[src/rtl/tk1_pkg.sv]
// Shared definitions for the SPI flash command sequencer: register map,
// STATUS bit positions, FSM encodings and byte-ordering helpers.
package tk1_pkg;

  localparam int unsigned DATA_W     = 32;
  localparam int unsigned REG_ADDR_W = 8;
  localparam int unsigned CMD_W      = 9;
  localparam int unsigned FADDR_W    = 24;
  localparam int unsigned LEN_W      = 5;
  localparam int unsigned CNT_W      = 5;
  localparam int unsigned BYTE_W     = 8;

  localparam logic [REG_ADDR_W-1:0] REG_CTRL    = 8'h00;
  localparam logic [REG_ADDR_W-1:0] REG_STATUS  = 8'h01;
  localparam logic [REG_ADDR_W-1:0] REG_CMD     = 8'h02;
  localparam logic [REG_ADDR_W-1:0] REG_ADDR    = 8'h03;
  localparam logic [REG_ADDR_W-1:0] REG_LEN     = 8'h04;
  localparam logic [REG_ADDR_W-1:0] REG_RX_BASE = 8'h10;

  localparam int unsigned ST_BUSY_BIT = 0;
  localparam int unsigned ST_DONE_BIT = 1;
  localparam int unsigned ST_ERR_BIT  = 2;

  typedef enum logic [2:0] {
    S_IDLE, S_CS_SETUP, S_OPCODE, S_ADDR2, S_ADDR1, S_ADDR0, S_READ, S_CS_HOLD
  } state_t;

  // Per-byte handshake: start pulse, ignored cycle, wait for engine idle
  typedef enum logic [1:0] {
    PH_PULSE, PH_SKIP, PH_WAIT
  } phase_t;

  // State that follows a completed byte
  function automatic state_t next_byte_state(state_t st, logic addr_en, logic more_read);
    case (st)
      S_OPCODE: next_byte_state = addr_en ? S_ADDR2 : (more_read ? S_READ : S_CS_HOLD);
      S_ADDR2:  next_byte_state = S_ADDR1;
      S_ADDR1:  next_byte_state = S_ADDR0;
      S_ADDR0:  next_byte_state = more_read ? S_READ : S_CS_HOLD;
      S_READ:   next_byte_state = more_read ? S_READ : S_CS_HOLD;
      default:  next_byte_state = S_CS_HOLD;
    endcase
  endfunction

  function automatic logic [BYTE_W-1:0] tx_byte(state_t st, logic [BYTE_W-1:0] opcode,
                                                logic [FADDR_W-1:0] faddr);
    case (st)
      S_OPCODE: tx_byte = opcode;
      S_ADDR2:  tx_byte = faddr[23:16];
      S_ADDR1:  tx_byte = faddr[15:8];
      S_ADDR0:  tx_byte = faddr[7:0];
      default:  tx_byte = 8'h00;
    endcase
  endfunction

endpackage

[src/rtl/spi_flash_seq.sv]
// SPI flash command sequencer: register-programmed opcode/address/read
// transactions driven through an external SPI byte engine.
module spi_flash_seq
  import tk1_pkg::*;
#(
  parameter int unsigned BUF_WORDS = 4
) (
  input  logic                  clk,
  input  logic                  reset_n,
  input  logic                  fw_app_mode,
  input  logic                  cs,
  input  logic                  we,
  input  logic [REG_ADDR_W-1:0] address,
  input  logic [DATA_W-1:0]     write_data,
  output logic [DATA_W-1:0]     read_data,
  output logic                  ready,
  output logic                  spi_start,
  output logic [BYTE_W-1:0]     spi_tx_data,
  input  logic [BYTE_W-1:0]     spi_rx_data,
  input  logic                  spi_ready,
  output logic                  spi_cs
);

  localparam int unsigned MAX_LEN = 4 * BUF_WORDS;

  state_t               r_state, w_state, w_nxt;
  phase_t               r_phase, w_phase;
  logic                 r_spi_cs, w_spi_cs;
  logic                 r_spi_start, w_spi_start;
  logic [BYTE_W-1:0]    r_spi_tx, w_spi_tx;
  logic                 r_busy, w_busy, r_done, w_done, r_err, w_err;
  logic [CMD_W-1:0]     r_cmd, w_cmd;
  logic [FADDR_W-1:0]   r_addr, w_addr;
  logic [LEN_W-1:0]     r_len, w_len;
  logic [CNT_W-1:0]     r_cnt, w_cnt, w_cnt_inc;
  logic [DATA_W-1:0]    r_rx [BUF_WORDS];
  logic [DATA_W-1:0]    w_rx [BUF_WORDS];
  logic                 w_cfg_wr, w_start, w_more;

  // Busy is the registered flag, so a start landing as busy falls is dropped
  assign w_cfg_wr  = cs && we && !fw_app_mode && !r_busy;
  assign w_start   = w_cfg_wr && (address == REG_CTRL) && write_data[0];
  assign w_cnt_inc = r_cnt + CNT_W'(1);

  always_comb begin
    w_state     = r_state;
    w_phase     = r_phase;
    w_spi_cs    = r_spi_cs;
    w_spi_start = 1'b0;
    w_spi_tx    = r_spi_tx;
    w_busy      = r_busy;
    w_done      = r_done;
    w_err       = r_err;
    w_cmd       = r_cmd;
    w_addr      = r_addr;
    w_len       = r_len;
    w_cnt       = r_cnt;
    w_rx        = r_rx;
    w_nxt       = S_CS_HOLD;
    w_more      = (r_state == S_READ) ? (w_cnt_inc != r_len) : (r_len != '0);

    if (w_cfg_wr) begin
      case (address)
        REG_CMD:  w_cmd  = write_data[CMD_W-1:0];
        REG_ADDR: w_addr = write_data[FADDR_W-1:0];
        REG_LEN:  w_len  = write_data[LEN_W-1:0];
        default: ;
      endcase
    end

    case (r_state)
      S_IDLE: begin
        if (w_start) begin
          if (32'(r_len) > MAX_LEN) begin
            w_err  = 1'b1;
            w_done = 1'b1;
          end else begin
            for (int i = 0; i < int'(BUF_WORDS); i++) w_rx[i] = '0;
            w_done   = 1'b0;
            w_err    = 1'b0;
            w_busy   = 1'b1;
            w_cnt    = '0;
            w_spi_cs = 1'b0;
            w_state  = S_CS_SETUP;
          end
        end
      end
      S_CS_SETUP: begin
        if (spi_ready) begin
          w_state     = S_OPCODE;
          w_phase     = PH_PULSE;
          w_spi_start = 1'b1;
          w_spi_tx    = tx_byte(S_OPCODE, r_cmd[7:0], r_addr);
        end
      end
      S_OPCODE, S_ADDR2, S_ADDR1, S_ADDR0, S_READ: begin
        case (r_phase)
          PH_PULSE: w_phase = PH_SKIP;
          PH_SKIP:  w_phase = PH_WAIT;
          default: begin
            if (spi_ready) begin
              if (r_state == S_READ) begin
                for (int i = 0; i < int'(BUF_WORDS); i++) begin
                  if (int'(r_cnt[4:2]) == i) w_rx[i][{r_cnt[1:0], 3'b000} +: 8] = spi_rx_data;
                end
                w_cnt = w_cnt_inc;
              end
              w_nxt = next_byte_state(r_state, r_cmd[8], w_more);
              if (w_nxt == S_CS_HOLD) begin
                w_state = S_CS_HOLD;
              end else begin
                w_state     = w_nxt;
                w_phase     = PH_PULSE;
                w_spi_start = 1'b1;
                w_spi_tx    = tx_byte(w_nxt, r_cmd[7:0], r_addr);
              end
            end
          end
        endcase
      end
      S_CS_HOLD: begin
        w_spi_cs = 1'b1;
        w_busy   = 1'b0;
        w_done   = 1'b1;
        w_state  = S_IDLE;
      end
      default: begin
        w_spi_cs = 1'b1;
        w_state  = S_IDLE;
      end
    endcase
  end

  always_ff @(posedge clk) begin
    if (!reset_n) begin
      r_state     <= S_IDLE;
      r_phase     <= PH_PULSE;
      r_spi_cs    <= 1'b1;
      r_spi_start <= 1'b0;
      r_spi_tx    <= '0;
      r_busy      <= 1'b0;
      r_done      <= 1'b0;
      r_err       <= 1'b0;
      r_cmd       <= '0;
      r_addr      <= '0;
      r_len       <= '0;
      r_cnt       <= '0;
      for (int i = 0; i < int'(BUF_WORDS); i++) r_rx[i] <= '0;
    end else begin
      r_state     <= w_state;
      r_phase     <= w_phase;
      r_spi_cs    <= w_spi_cs;
      r_spi_start <= w_spi_start;
      r_spi_tx    <= w_spi_tx;
      r_busy      <= w_busy;
      r_done      <= w_done;
      r_err       <= w_err;
      r_cmd       <= w_cmd;
      r_addr      <= w_addr;
      r_len       <= w_len;
      r_cnt       <= w_cnt;
      for (int i = 0; i < int'(BUF_WORDS); i++) r_rx[i] <= w_rx[i];
    end
  end

  // Zero-wait-state register read mux; RX words are hidden in application mode
  always_comb begin
    read_data = '0;
    if (cs && !we) begin
      case (address)
        REG_STATUS: begin
          read_data[ST_BUSY_BIT] = r_busy;
          read_data[ST_DONE_BIT] = r_done;
          read_data[ST_ERR_BIT]  = r_err;
        end
        REG_CMD:  read_data = DATA_W'(r_cmd);
        REG_ADDR: read_data = DATA_W'(r_addr);
        REG_LEN:  read_data = DATA_W'(r_len);
        default: ;
      endcase
      if (!fw_app_mode) begin
        for (int i = 0; i < int'(BUF_WORDS); i++) begin
          if (address == 8'(int'(REG_RX_BASE) + i)) read_data = r_rx[i];
        end
      end
    end
  end

  assign ready       = cs;
  assign spi_cs      = r_spi_cs;
  assign spi_start   = r_spi_start;
  assign spi_tx_data = r_spi_tx;

endmodule

[config.mk]
export PLATFORM = sky130hd
export DESIGN_NAME = spi_flash_seq
export DESIGN_NICKNAME = d
export VERILOG_FILES = /design/src/rtl/tk1_pkg.sv /design/src/rtl/spi_flash_seq.sv
export SDC_FILE = /design/constraint.sdc
export NUM_CORES = 1
export LEC_CHECK = 0
export ABC_AREA = 1
export BUFFER_PORTS_ARGS = -buffer_cell sky130_fd_sc_hd__buf_2
export CELL_PAD_IN_SITES_DETAIL_PLACEMENT = 1
export CELL_PAD_IN_SITES_GLOBAL_PLACEMENT = 2
export CORE_UTILIZATION = 30
export DETAILED_ROUTE_END_ITERATION = 8
export HOLD_SLACK_MARGIN = 0.05
export PLACE_DENSITY = 0.74
export SLEW_MARGIN = 5
export SYNTH_ARGS = -nofsm -noshare
export SYNTH_HDL_FRONTEND = slang
export SYNTH_SLANG_ARGS = --single-unit
[constraint.sdc]
create_clock -name clk -period 1.9 [get_ports clk]
set_input_delay 0.095 -clock clk [delete_from_list [all_inputs] [get_ports clk]]
set_output_delay 0.095 -clock clk [all_outputs]
set_load 0.005 [all_outputs]
### Yosys cells after proc, flatten, opt, wreduce, memory -nomap -nowiden

Index checks and enable logic that the tools add are counted.

| word-level totals | value |
|---|---|
| flip-flop bits (word level) | 189 |
| input port bits | 54 |
| logic and storage cells | 160 |

| cells by class | value |
|---|---|
| add/subtract/negate cells | 2 |
| order comparisons | 1 |
| eq/ne operators | 38 |
| shift operators | 2 |
| multiplexer cells | 67 |
| reductions and logical operators | 34 |

Operators by type and width:

| cell | count |
|---|---|
| 128-bit 2-to-1 mux | 5 |
| 32-bit 2-to-1 mux | 10 |
| 128-bit case mux with 2 select lines | 1 |
| 32-bit bitwise mux | 4 |
| 21-bit case mux with 3 select lines | 1 |
| 3-bit case mux with 4 select lines | 3 |
| 8-bit by 5-bit equality test with 1-bit output (second input constant) | 4 |
| 8-bit 2-to-1 mux | 4 |
| 8-bit case mux with 4 select lines | 1 |
| 8-bit by 7-bit variable shift with 32-bit output (first input constant) | 1 |
| 8-bit by 7-bit variable part select with 32-bit output | 1 |
| 3-bit 2-to-1 mux | 10 |
| 7-bit AND reduction | 4 |
| 3-bit equality test (second input constant) | 9 |
| 5-bit 2-to-1 mux | 5 |
| 2-bit != test (second input constant) | 11 |
| 8-bit by 2-bit equality test with 1-bit output (second input constant) | 2 |
| 8-bit case mux with 2 select lines | 1 |
| 3-bit by 2-bit equality test with 1-bit output (second input constant) | 5 |
| 1-bit 2-to-1 mux | 12 |
| 5-bit case mux with 2 select lines | 1 |
| 2-bit AND reduction | 5 |
| 5-bit AND reduction | 2 |
| 8-bit by 1-bit equality test with 1-bit output (second input constant) | 1 |
| 23 further kinds | 41 |

### Depth between registers and ports, before layout

Gate-level depths: netlist of run 1.

| logic depth | value |
|---|---|
| word-level depth | 15 |
| gate-level depth with buffers | 16 |
| gate-level depth less buffers | 16 |

### Worst setup path before layout of run 1

OpenSTA, ideal clock, no wires.

| timing | value |
|---|---|
| path type | register to register |
| from | reg r_cnt[0] |
| to | reg r_spi_tx[0], in the netlist spi_tx_data[0] |
| arrival time | 1962 ps |
| required time | 1787 ps |
| slack | -175 ps |
| cell stages (with the launch flop) | 17 |
| path buffers | 0 |
| cell sequence | dfxtp_1 -> inv_1 -> ha_1 -> inv_1 -> nand2_1 -> nand2_1 -> nand3_1 -> nor2_1 -> nand4_1 -> nand2_1 -> nand2_1 -> nand2_1 -> nand3_2 -> nand2_1 -> nand2_1 -> nand2_1 -> nor2_1 |

| on the way | value |
|---|---|
| word-level cells in the longest chain between the ends | 15 |
| elaborated cells on any way between the ends | 21 |
| those cells by class | add/sub (1); eq/ne (7); mux (12); reduce/logical (1) |

Ends and longest elaborated chain:

| item | RTL line | source |
|---|---|---|
| start, declared | spi_flash_seq.sv:35 | `logic [CNT_W-1:0] r_cnt, w_cnt, w_cnt_inc;` |
| start signal, assigned | spi_flash_seq.sv:161 | `r_cnt <= w_cnt;` |
| 5-bit by 1-bit adder with 5-bit output (*) | spi_flash_seq.sv:43 | `assign w_cnt_inc = r_cnt + CNT_W'(1);` |
| 5-bit != test (*) | spi_flash_seq.sv:60 | `w_more = (r_state == S_READ) ? (w_cnt_inc != r_len) : (r_len != '0);` |
| 1-bit 2-to-1 mux (*) | spi_flash_seq.sv:60 |  |
| 1-bit 2-to-1 mux (*) | tk1_pkg.sv:36, tk1_pkg.sv:39, tk1_pkg.sv:40 |  |
| 3-bit 2-to-1 mux | tk1_pkg.sv:36 | `S_OPCODE: next_byte_state = addr_en ? S_ADDR2 : (more_read ? S_READ : S_CS_HOLD);` |
| 3-bit case mux with 4 select lines (*) | tk1_pkg.sv:35 | `case (st)` |
| 3-bit 2-to-1 mux (*) | spi_flash_seq.sv:101 | `if (spi_ready) begin` |
| 3-bit 2-to-1 mux (*) | spi_flash_seq.sv:97 | `case (r_phase)` |
| 3-bit 2-to-1 mux (*) | spi_flash_seq.sv:71 | `case (r_state)` |
| 3-bit equality test / 3-bit by 2-bit equality test with 1-bit output (equally long branches) | tk1_pkg.sv:47 | `case (st)` |
| 8-bit case mux with 4 select lines | tk1_pkg.sv:47 |  |
| 8-bit 2-to-1 mux | spi_flash_seq.sv:109 | `if (w_nxt == S_CS_HOLD) begin` |
| 8-bit 2-to-1 mux | spi_flash_seq.sv:101 |  |
| 8-bit 2-to-1 mux | spi_flash_seq.sv:97 |  |
| 8-bit case mux with 2 select lines | spi_flash_seq.sv:71 |  |
| end signal, assigned | spi_flash_seq.sv:154 | `r_spi_tx <= w_spi_tx;` |
| end, declared | spi_flash_seq.sv:30 | `logic [BYTE_W-1:0] r_spi_tx, w_spi_tx;` |

Every way passes the cells marked *; elsewhere a longest branch is shown, timed or not. The select of a mux whose other input is x is not followed.
A chain may end at the register's enable or synchronous reset.

### Worst setup path in the final report of run 1

| timing | value |
|---|---|
| from | reg r_state[1] |
| to | reg r_rx[34] (netlist name) |

| on the way | value |
|---|---|
| word-level cells in the longest chain between the ends | 4 |
| elaborated cells on any way between the ends | 16 |
| those cells by class | eq/ne (11); mux (1); reduce/logical (4) |

Ends and longest elaborated chain:

| item | RTL line | source |
|---|---|---|
| start, declared | spi_flash_seq.sv:26 | `state_t r_state, w_state, w_nxt;` |
| start signal, assigned | spi_flash_seq.sv:150 | `r_state <= w_state;` |
| 3-bit equality test / 3-bit by 2-bit equality test with 1-bit output (equally long branches) | -- |  |
| 5-bit OR reduction | spi_flash_seq.sv:71 |  |
| 2-bit != test (no line) / 2-bit nonzero test (equally long branches) | -- |  |
| 7-bit AND reduction (no line) | -- |  |
| end, declared | spi_flash_seq.sv:36 | `logic [DATA_W-1:0] r_rx [BUF_WORDS];` |

Several ways; a longest one is shown, not always the timed one.

==> out/metrics.csv, run 1 <==
stage,metric,value,unit
run_status,outcome,"complete, but fails checks",
run_status,violations,negative setup slack,
sta,rsz0062_at_grt,true,
routing,drcViolationCount,0,
sta,hold_viol,0,
worst_setup_path,reg2reg_slack,-120,ps
layout,layout-area-overhead-vs-synth,55.89,%
routing,wire_per_inst,20.47,um
power_and_ir_drop,power_density,1430,nW/um^2
flow_run,max_cap_violations,0,
routing,postRouteAntennaNets,0,
hold_path,holdPathStages,3,
cts,path_clk_slew,80,ps
routing,highest_layer,met4,
worst_setup_path,reg2reg_depth,14,
routing,met3_wirelength,1256,um
hold_path,min_from,reset_n,
layout,drive_gt1_share,42.12,%
synth,synthFlopType,dfxtp_1,
power_and_ir_drop,max-vdd-ir-drop,0.7537,mV
synth,synthesis.nets,1400,
cts,h-tree-depth,4,
global_routing,antenna_found_initial,0,
floorplanning,initial_utilization,30.50,%
floorplanning,core.rowCount,64,
worst_setup_path,worstPathRequired,2260,ps
worst_setup_path,worst_setup_path_end_kind,register,
global_routing,grt_usage,23.90,%
synth,ys_seq_area_share,40.44,%
layout,n_antenna_cell,0,
layout,layout_common_cells,"dfxtp_1 (181), inv_1 (176), buf_4 (141)",
synth,syn_area_per_cell,6.971,um^2
floorplanning,core,30670,um^2
synth,ys_ff_latch,189,
sta,skew,10.22,ps
synth,synthDistinctLibCells,44,
global_routing,overflow,0,
place,dp_hpwl,26910,um
cts,cts_tree,yes,
power_and_ir_drop,leakage,5.768,nW
cts,clock_path_buffers,2,
global_routing,grt_pass1_vias,10150,
sta,fin_crit,2021,ps
routing,dr.first_iter.drc_count,581,
sta,setup_violations,100,
synth,yosys-top-cells-area,"dfxtp_1 (40%), a21oi_1 (9.4%), o21ai_0 (9.4%)",
place,place_congestion,0.8553,
floorplanning,ios,97,
synth,synth_top_area_share,40.44,%
global_routing,grt_pass1_wl,57240,um
routing,met1_length,19110,um
worst_setup_path,r2r-end,r_rx[34]$_SDFFE_PN0P_,
synth,synth_edf_count,0,
sta,tightest_slew,816.8,ps
routing,wl,41480,um
layout,layout_commonest_cell,dfxtp_1,
hold_path,hold_end,r_rx[84]$_SDFFE_PN0P_,
hold_path,hold_class,in2reg,
layout,final_nets,1676,
synth,yosys.area.top_type,dfxtp_1,
layout,fin_util,47.55,%
sta,postLayoutSetupSlackWorst,-121.2,ps
sta,drv_slew,0,
cts,cts_buffers,17,
synth,postSynth.asyncResetShare,0,%
synth,yosysWarningCount,0,
sta,timing.fmax,0.4947,GHz
floorplanning,die_w,178.6,um
synth,netlist_area,9355,um^2
synth,netlist_instances,1342,
worst_setup_path,critPathMaxFanout,6,
sta,fin_crit_sh,106.4,%
cts,clkLatencyLatePin,450,ps
worst_setup_path,path_class,reg2reg,
worst_setup_path,worstPathArrival,2380,ps
routing,dr_wl_met2,20130,um
floorplanning,die_y,178.6,um
place,numPortBuffers,88,
global_routing,grt_max_degree,71,
routing,vias,10550,
routing,viasPerCell,5.206,
floorplanning,die_area,31890,um^2
sta,finalSetupTns,-5179,ps
routing,drtPass1Iterations,4,
layout,num-fill-cells,3665,
worst_setup_path,worstSetupStartpointType,register,
worst_setup_path,r2r-start,r_state[1]$_SDFFE_PN0P_,
cts,cts_root_buf,clkbuf_16,
sta,maxSlewHeadroom,45.49,%
cts,clock_sinks,189,
[worst max-delay path by stage]
stage                     cells after the start  slack [ps]                          end               startpoint
after floorplan                              14         0.7        r_rx[87]$_SDFFE_PN0P_  r_state[1]$_SDFFE_PN0P_
after global placement                       12        -220        r_rx[53]$_SDFFE_PN0P_  r_state[1]$_SDFFE_PN0P_
after detailed placement                     12        -280        r_rx[48]$_SDFFE_PN0P_  r_state[1]$_SDFFE_PN0P_
after CTS                                    15        -120  spi_tx_data[0]$_SDFFE_PN0P_    r_cnt[1]$_SDFFE_PN0P_
after global routing                         16        -250  spi_tx_data[0]$_SDFFE_PN0P_    r_cnt[1]$_SDFFE_PN0P_
final                                        14        -120        r_rx[34]$_SDFFE_PN0P_  r_state[1]$_SDFFE_PN0P_
[flip-flops by register name, indices dropped and copies added (netlist names)]
register,cells
r_err,1
spi_start,1
r_busy,1
r_rx,128
r_addr,24
r_done,1
r_len,5
r_cnt,5
r_phase,2
spi_cs,1
spi_tx_data,8
r_state,3
r_cmd,9
[per-layer routing]
layer / track usage, % / up-vias
li1: - / 5059
met1: 32.15 / 5266
met2: 38.81 / 178
met3: 3.708 / 50
met4: 7.804 / 0
met5: 0 / -
[layout make-up]
type	count	area [um^2]	share of cell area (%)
clock inverter	12	123.9	0.8493
multi-input combinational	876	6131	42.04
tap	396	495.5	3.397
sequential	189	3806	26.10
inverter	212	822.0	5.637
timing repair buffer	322	2749	18.85
clock buffer	20	456.7	3.131
[worst max-delay path, cell delays in order, from the launching register on]
cell and delay (ps):
dfxtp_4 370, nor2_4 170, nand2_2 100, buf_6 140, nor2_4 140, buf_6 110, nor2_2 40, nand2_4 100
nor2_4 50, buf_6 130, buf_6 110, nand2_4 80, buf_12 150, nor2_4 30, a211oi_1 190
[timing repair]
| item | in CTS | in global routing |
|---|---|---|
| gates resized for setup | 131 | 440 |
| endpoints found under the setup margin | 169 | 170 |
| hold buffers | 24 | 0 |
| pin swaps | 24 | 82 |
| hold endpoints to repair | 38 | 0 |
| buffers inserted | 13 | 23 |
| cloned | 2 | 13 |
[Yosys cell counts, drive strengths merged (10+ instances only)]
| cell | n |
|---|---|
| nand3 | 81 |
| o31ai | 13 |
| inv | 205 |
| a21oi | 180 |
| nor2 | 133 |
| buf | 26 |
| clkbuf | 45 |
| nor3 | 26 |
| dfxtp | 189 |
| nand2 | 164 |
| o22ai | 10 |
| a211oi | 10 |
| o21ai | 192 |
| o221ai | 22 |
[stage by stage]
stage	total power [W]	area (um^2)	setup slack (ps)	std cells	hold WS (ps)
after global routing	0.02192	14580	-248.4	2027	124.5
after floorplan	0.009749	9388	0.7219	1342	229.9
final	0.02085	14580	-121.2	2027	104.9
after global placement	0.01242	11380	-218.9	1924	323.0
after CTS	0.01724	12720	-118.8	1994	99.11
after detailed placement	0.01261	11380	-276.7	1924	330.4
[report_power, final]
part	switching, W	leakage [nW]	internal (W)
sequential	0.000400	1.54	0.00506
combinational	0.00688	3.94	0.00481
clock	0.00179	0.290	0.00192
[kinds of logic (layout without fill, tap and decap cells)]
group,count (synthesis),count (layout),synth area share (%)
compound gates,451,451,26.80
fa+ha+maj,4,4,0.5350
flops,189,189,40.44
simple gates,415,421,19.94
buf+inv,283,566,12.28
Note: power is estimated with default switching activity, not from simulation.
==> run 2: changes to the inputs <==
--- a/config.mk
+++ b/config.mk
@@ -9,6 +9,7 @@
 export BUFFER_PORTS_ARGS = -buffer_cell sky130_fd_sc_hd__buf_2
 export CELL_PAD_IN_SITES_DETAIL_PLACEMENT = 1
 export CELL_PAD_IN_SITES_GLOBAL_PLACEMENT = 2
+export CORE_ASPECT_RATIO = 1.25
 export CORE_UTILIZATION = 30
 export DETAILED_ROUTE_END_ITERATION = 8
 export HOLD_SLACK_MARGIN = 0.05
==> run 2 against run 1 <==
The flow still finishes with violations (negative setup slack). Maximum frequency increased by 2.9%. Non-clock buffer count decreased by 3. Critical path depth increased by 1. Design area decreased by 4.9%. Core utilization decreased by 1.9 points. Clock power increased by 3%. Sequential cell count unchanged. Routed wire length decreased by 6.0%. Total power decreased by 5.1%. Register-to-register slack improved by 60 ps.
==> out/metrics.csv, run 2 (synthesis results as in run 1) <==
stage,metric,value,unit,change
run_status,outcome,"complete, but fails checks",,
cts,clock_path_buffers,2,,unchanged
routing,wire_per_inst,19.23,um,-6.0%
worst_setup_path,crit_top_cell,nand2_1,,
cts,cts_root_buf,clkbuf_16,,
power_and_ir_drop,power_density,1426,nW/um^2,-0.26%
worst_setup_path,worst_setup_path_end_kind,register,,
layout,layout-area-overhead-vs-synth,48.26,%,
routing,wl,39000,um,-6.0%
global_routing,grt_max_degree,40,,-44%
sta,fin_crit_sh,103.4,%,-3.0 points
worst_setup_path,cp_top_family,simple AND/OR/NAND/NOR gates,,
sta,rsz0062_at_grt,true,,
worst_setup_path,max_stage_delay,390,ps,+20 ps
hold_path,holdPathStages,6,,+3
place,dp_hpwl,27450,um,+2.0%
layout,fin_util,45.65,%,-1.9 points
routing,viasPerCell,5.088,,-2.3%
floorplanning,ios,97,,unchanged
worst_setup_path,worstPathRequired,2250,ps,about the same
floorplanning,core.rowCount,71,,+11%
run_status,violations,negative setup slack,,
hold_path,hold_class,in2reg,,
floorplanning,initial_utilization,30.79,%,+0.29 points
worst_setup_path,path_class,reg2reg,,
floorplanning,die_w,159.9,um,-10%
global_routing,overflow,0,,unchanged
power_and_ir_drop,max-vdd-ir-drop,0.5207,mV,-31%
worst_setup_path,cp_num_buf_inv,1,,-4
cts,cts_tree,yes,,
place,numPortBuffers,88,,unchanged
cts,clkLatencyLatePin,450,ps,about the same
worst_setup_path,worstPathArrival,2320,ps,-60 ps
power_and_ir_drop,leakage,5.584,nW,-3.2%
routing,postRouteAntennaNets,0,,unchanged
sta,maxSlewHeadroom,60.76,%,+15 points
hold_path,min_from,spi_ready,,
layout,num-fill-cells,3772,,+2.9%
floorplanning,core,30380,um^2,-0.94%
sta,fin_crit,1964,ps,-56.88 ps
cts,clock_sinks,189,,unchanged
global_routing,grt_pass1_vias,10530,,+3.7%
layout,largest_reg_flops,128,,unchanged
worst_setup_path,r2r-end,spi_tx_data[4]$_SDFFE_PN0P_,,
routing,vias,10320,,-2.2%
worst_setup_path,critPathMaxFanout,6,,unchanged
routing,drtPass1Iterations,5,,+1
global_routing,antenna_found_initial,0,,unchanged
place,place_congestion,0.8527,,-0.30%
worst_setup_path,worstSetupStartpointType,register,,
sta,setup_violations,24,,-76%
floorplanning,die_area,31900,um^2,about the same
sta,postLayoutSetupSlackWorst,-64.36,ps,+56.88 ps
worst_setup_path,r2r-start,r_cnt[0]$_SDFFE_PN0P_,,
cts,path_clk_slew,80,ps,about the same
global_routing,grt_usage,24.06,%,+0.16 points
sta,skew,12.55,ps,+2.334 ps
hold_path,hold_end,r_phase[1]$_SDFFE_PN0P_,,
sta,timing.fmax,0.5091,GHz,+2.9%
sta,drv_slew,0,,unchanged
global_routing,grt_pass1_wl,58790,um,+2.7%
layout,layout_common_cells,"inv_1 (183), dfxtp_1 (180), buf_4 (155)",,
worst_setup_path,worstPathCellList,"inv_4, ha_4, nand2_1, nand2_2, nand3_2, nor2_1, nand4_1, nand2_1, nand2_2, nand2_4, nand3_4, nand2_4, nand2_1, nand2_1, nor2_1",,
routing,dr.first_iter.drc_count,446,,-23%
sta,tightest_slew,588.5,ps,-228.3 ps
layout,n_antenna_cell,0,,unchanged
layout,layout_commonest_cell,inv_1,,
worst_setup_path,reg2reg_depth,15,,+1
cts,h-tree-depth,4,,unchanged
flow_run,max_cap_violations,0,,unchanged
sta,hold_viol,0,,unchanged
layout,drive_gt1_share,35.10,%,-7.0 points
worst_setup_path,reg2reg_slack,-60,ps,+60 ps
layout,largest-register,r_rx,,
layout,final_nets,1672,,-0.24%
worst_setup_path,cpMaxStageDelayCell,dfxtp_4,,
layout,top_regs,"r_rx x128, r_addr x24, r_cmd x9",,
cts,cts_buffers,17,,unchanged
place,post-place-ws,-213.3,ps,+63.32 ps
routing,drcViolationCount,0,,unchanged
floorplanning,die_y,199.4,um,+12%
==> run 2: metrics by stage <==
step	setup TNS [ps]	hold slack [ps]	power (W)	instance area [um^2]	instances
after floorplan	0	229.9	0.009749	9388	1342
after global placement	-10490	315.8	0.01262	11410	1938
after detailed placement	-17750	327.4	0.01285	11410	1938
after CTS	-1816	16.17	0.01773	12710	2004
after global routing	-8894	173.2	0.02091	13870	2028
final	-673.9	140.1	0.01978	13870	2028
==> run 2: cell type report <==
cell class	instances	area (um^2)	share of cell area, %
Timing Repair Buffer	319	2585	18.64
Inverter	212	834.6	6.017
Clock inverter	13	165.2	1.191
Tap cell	401	501.7	3.617
Multi-Input combinational cell	875	5533	39.89
Sequential cell	189	3807	27.45
Clock buffer	19	442.9	3.193
==> run 2: worst max-delay path by stage <==
stage | start | endpoint | slack (ps) | cells past startpoint
after floorplan | r_state[1]$_SDFFE_PN0P_ | r_rx[87]$_SDFFE_PN0P_ | 0.7 | 14
after global placement | address[3] | read_data[11] | -160 | 13
after detailed placement | r_state[1]$_SDFFE_PN0P_ | r_rx[45]$_SDFFE_PN0P_ | -210 | 12
after CTS | r_cnt[1]$_SDFFE_PN0P_ | spi_tx_data[5]$_SDFFE_PN0P_ | -100 | 16
after global routing | r_cnt[1]$_SDFFE_PN0P_ | spi_tx_data[6]$_SDFFE_PN0P_ | -200 | 15
final | r_cnt[0]$_SDFFE_PN0P_ | spi_tx_data[4]$_SDFFE_PN0P_ | -60 | 15
==> run 2: report_power, final <==
group          internal [W]  switching, W
Sequential          0.00506      0.000414
Clock               0.00212       0.00171
Combinational       0.00442       0.00606
==> run 2: worst reg2reg max path: cells and delay by family (launching register included) <==
family	cells	cell delay, ps
adder cells (fa/ha/maj)	1	280
AND/OR/NAND/NOR	13	1130
flip-flops	1	390
buffers and inverters	1	50
==> run 2: what timing repair did <==
item / in CTS / in global routing
pin swaps: 21 / 44
cloned: 4 / 7
hold buffers: 25 / 2
resized for setup: 115 / 285
hold endpoints to repair: 45 / 2
setup buffers: 7 / 16
setup endpoints to repair: 159 / 171
==> run 2: metal layers <==
metal  track usage, %  routed length (um)
met5                0                   0
met4            9.806                 934
met3            3.362                1085
met2            42.85               19990
met1            29.03               16990
==> run 3: changes to the inputs <==
--- a/config.mk
+++ b/config.mk
@@ -10,10 +10,10 @@
 export CELL_PAD_IN_SITES_DETAIL_PLACEMENT = 1
 export CELL_PAD_IN_SITES_GLOBAL_PLACEMENT = 2
 export CORE_ASPECT_RATIO = 1.25
-export CORE_UTILIZATION = 30
+export CORE_UTILIZATION = 33
 export DETAILED_ROUTE_END_ITERATION = 8
 export HOLD_SLACK_MARGIN = 0.05
-export PLACE_DENSITY = 0.74
+export PLACE_DENSITY = 0.77
 export SLEW_MARGIN = 5
 export SYNTH_ARGS = -nofsm -noshare
 export SYNTH_HDL_FRONTEND = slang
==> constraint.sdc (replaced) <==
create_clock -name clk -period 2 [get_ports clk]
set_input_delay 0.1 -clock clk [delete_from_list [all_inputs] [get_ports clk]]
set_output_delay 0.1 -clock clk [all_outputs]
set_load 0.005 [all_outputs]
==> run 3 against run 2 <==
The run ends with design-rule violations, negative setup slack left. Worst hold slack got worse by 20 ps. First-iteration DRC count up 0.45%. Design area decreased by 5.9%. Sequential cell count is the same. Cell count fell by 4.1%. Maximum frequency is 2.6% lower. Setup slack gained 48 ps. Core utilization rose by 1.4 points. Sequential power is 5.3% lower. Critical path depth is 4 lower. Clock-buffer cell count down 1. Sequential share of layout area rose by 1.7 points. Critical path type unchanged. Critical endpoint is now r_rx[117]$_SDFFE_PN0P_. Highest routed layer unchanged.
==> out/metrics.csv, run 3 (synthesis results as in run 1) <==
stage,metric,value,unit,change
run_status,outcome,"complete, but fails checks",,
run_status,violations,"design-rule violations, negative setup slack",,
hold_path,hold_end,r_err$_SDFFE_PN0P_,,
place,post-place-ws,-204.1,ps,+9.265 ps
layout,layout-area-overhead-vs-synth,39.51,%,
layout,largest-register,r_rx,,
power_and_ir_drop,max-vdd-ir-drop,0.7640,mV,+47%
sta,skew,12.60,ps,+0.04770 ps
routing,wire_per_inst,19.72,um,+2.5%
worst_setup_path,worstPathArrival,2360,ps,+40 ps
floorplanning,ios,97,,unchanged
cts,cts_buffers,17,,unchanged
routing,postRouteAntennaNets,0,,unchanged
sta,timing.fmax,0.4958,GHz,-2.6%
floorplanning,die_w,152.6,um,-4.6%
worst_setup_path,worstPathCellList,"nor2_4, inv_2, nand2_8, buf_6, nor2_2, nor4_4, buf_6, nand3_4, buf_12, o21ai_1, a21oi_1",,
floorplanning,die_area,29030,um^2,-9.0%
worst_setup_path,cpMaxStageDelayCell,dfxtp_4,,
layout,layout_commonest_cell,inv_1,,
routing,viasPerCell,5.276,,+3.7%
place,dp_cells,1854,,-4.3%
sta,fin_crit,2017,ps,+52.40 ps
cts,path_clk_slew,80,ps,about the same
worst_setup_path,reg2reg_slack,-20,ps,+50 ps
routing,drtPass1Iterations,9,,+4
sta,drv_slew,0,,unchanged
layout,final_nets,1640,,-1.9%
global_routing,grt_pass1_vias,10170,,-3.4%
sta,tightest_slew,553.6,ps,-34.90 ps
global_routing,grt_usage,25.19,%,+1.1 points
cts,cts_tree,yes,,
worst_setup_path,worst_setup_path_end_kind,register,,
layout,drive_gt1_share,28.65,%,-6.4 points
routing,wl,38350,um,-1.7%
routing,vias,10260,,-0.55%
routing,dr.first_iter.drc_count,448,,+0.45%
place,dp_hpwl,26120,um,-4.8%
layout,multi_input_area,5096,um^2,-7.9%
worst_setup_path,cp_top_family,simple AND/OR/NAND/NOR gates,,
worst_setup_path,crit_top_cell,buf_6,,
cts,clock_path_buffers,2,,unchanged
global_routing,grt_max_degree,98,,+150%
worst_setup_path,r2r-end,r_rx[117]$_SDFFE_PN0P_,,
worst_setup_path,reg2reg_depth,11,,-4
routing,drcViolationCount,3,,+3
worst_setup_path,max_stage_delay,370,ps,-20 ps
power_and_ir_drop,p_total,0.01776,W,-10%
place,place_congestion,0.8447,,-0.94%
worst_setup_path,critPathMaxFanout,8,,+2
floorplanning,core.rowCount,68,,-4.2%
flow_run,max_cap_violations,0,,unchanged
layout,top_regs,"r_rx x128, r_addr x24, r_cmd x9",,
floorplanning,die_y,190.2,um,-4.6%
sta,setup_violations,10,,-58%
layout,largest_reg_flops,128,,unchanged
global_routing,antenna_found_initial,0,,unchanged
hold_path,min_from,cs,,
worst_setup_path,worstPathRequired,2340,ps,+90 ps
layout,final_cell_count_no_fill,1945,,-4.1%
layout,num-fill-cells,3452,,-8.5%
cts,clkLatencyLatePin,450,ps,about the same
sta,hold_viol,0,,unchanged
global_routing,overflow,0,,unchanged
sta,rsz0062_at_grt,true,,
worst_setup_path,worstSetupStartpointType,register,,
sta,maxSlewHeadroom,63.09,%,+2.3 points
worst_setup_path,r2r-start,r_state[1]$_SDFFE_PN0P_,,
sta,fin_hold_ws,119.8,ps,-20.33 ps
hold_path,holdPathStages,5,,-1
layout,layout_common_cells,"inv_1 (190), dfxtp_1 (182), a21oi_1 (167)",,
place,numPortBuffers,88,,unchanged
power_and_ir_drop,leakage,5.318,nW,-4.8%
sta,postLayoutSetupSlackWorst,-16.76,ps,+47.60 ps
worst_setup_path,cp_num_buf_inv,4,,+3
floorplanning,initial_utilization,33.73,%,+2.9 points
cts,h-tree-depth,4,,unchanged
layout,n_antenna_cell,0,,unchanged
sta,fin_crit_sh,100.8,%,-2.5 points
cts,clock_sinks,189,,unchanged
global_routing,grt_pass1_wl,56540,um,-3.8%
cts,cts_root_buf,clkbuf_16,,
hold_path,hold_class,in2reg,,
layout,seqCellArea,3802,um^2,-0.13%
worst_setup_path,path_class,reg2reg,,
power_and_ir_drop,power_density,1361,nW/um^2,-4.6%
layout,fin_util,47.05,%,+1.4 points
floorplanning,core,27740,um^2,-8.7%
-- run 3: changes by cell type in the layout (fill, tap and decap cells not counted), sizes merged --
cell         change
inv              +5
buf             -28
dlygate4sd3      -2
bufinv           -2
nand2            -2
clkbuf           -1
clkinv           -2
-- run 3: metrics by stage --
stage	instance area (um^2)	TNS, ps
6_report	13050	-118.7
5_1_grt	13050	-5151
4_1_cts	12160	0
3_5_place_dp	11080	-7437
3_3_place_gp	11080	-1248
2_1_floorplan	9364	0
-- run 3: worst max path at each step --
stage                                  end  slack, ps                    start  depth (start not counted)
2_1_floorplan  spi_tx_data[0]$_SDFFE_PN0P_          1    r_cnt[0]$_SDFFE_PN0P_                         16
3_3_place_gp   spi_tx_data[7]$_SDFFE_PN0P_        -80    r_cnt[0]$_SDFFE_PN0P_                         16
3_5_place_dp   spi_tx_data[1]$_SDFFE_PN0P_       -200    r_cnt[0]$_SDFFE_PN0P_                         16
4_1_cts                       read_data[3]          8    r_len[3]$_SDFFE_PN0P_                          9
5_1_grt            r_phase[0]$_SDFFE_PN0P_       -160    r_cnt[1]$_SDFFE_PN0P_                         17
6_report            r_rx[117]$_SDFFE_PN0P_        -20  r_state[1]$_SDFFE_PN0P_                         11
-- run 3: final cells by class --
cell class,instances,share of cell area (%)
clock inverters,14,1.189
multi-input cells,873,39.05
clock buffers,18,3.365
inverters,212,6.231
well taps,350,3.355
flip-flops and latches,189,29.13
repair buffers,289,17.68
-- run 3: what timing repair did --
action | CTS | global route
resized for setup | 54 | 200
hold buffers | 25 | 0
gates cloned | 2 | 9
endpoints found under the setup margin | 131 | 156
buffers inserted | 8 | 15
pin swaps | 11 | 34
endpoints found under the hold margin | 53 | 0
-- run 3: tightest hold or removal path, delay by kind of cell --
family                 cells  cell delay, ps
AOI/OAI and AO/OA          1              60
buffers and inverters      1             130
and+or+nand+nor            3             230
-- run 3: routing by layer --
| layer | global-route usage (%) | routed length [um] | vias up |
|---|---|---|---|
| li1 | - | - | 4981 |
| met1 | 30.82 | 16470 | 5035 |
| met2 | 45.52 | 19860 | 194 |
| met3 | 2.977 | 975 | 51 |
| met4 | 8.702 | 1037 | 0 |
| met5 | 0 | 0 | - |
-- run 3: power breakdown --
group / internal (W) / total (W) / leakage (nW) / switching (W)
clock: 0.00181 / 0.00351 / 0.289 / 0.00171
sequential: 0.00481 / 0.00518 / 1.54 / 0.000375
combinational: 0.00365 / 0.00907 / 3.49 / 0.00542
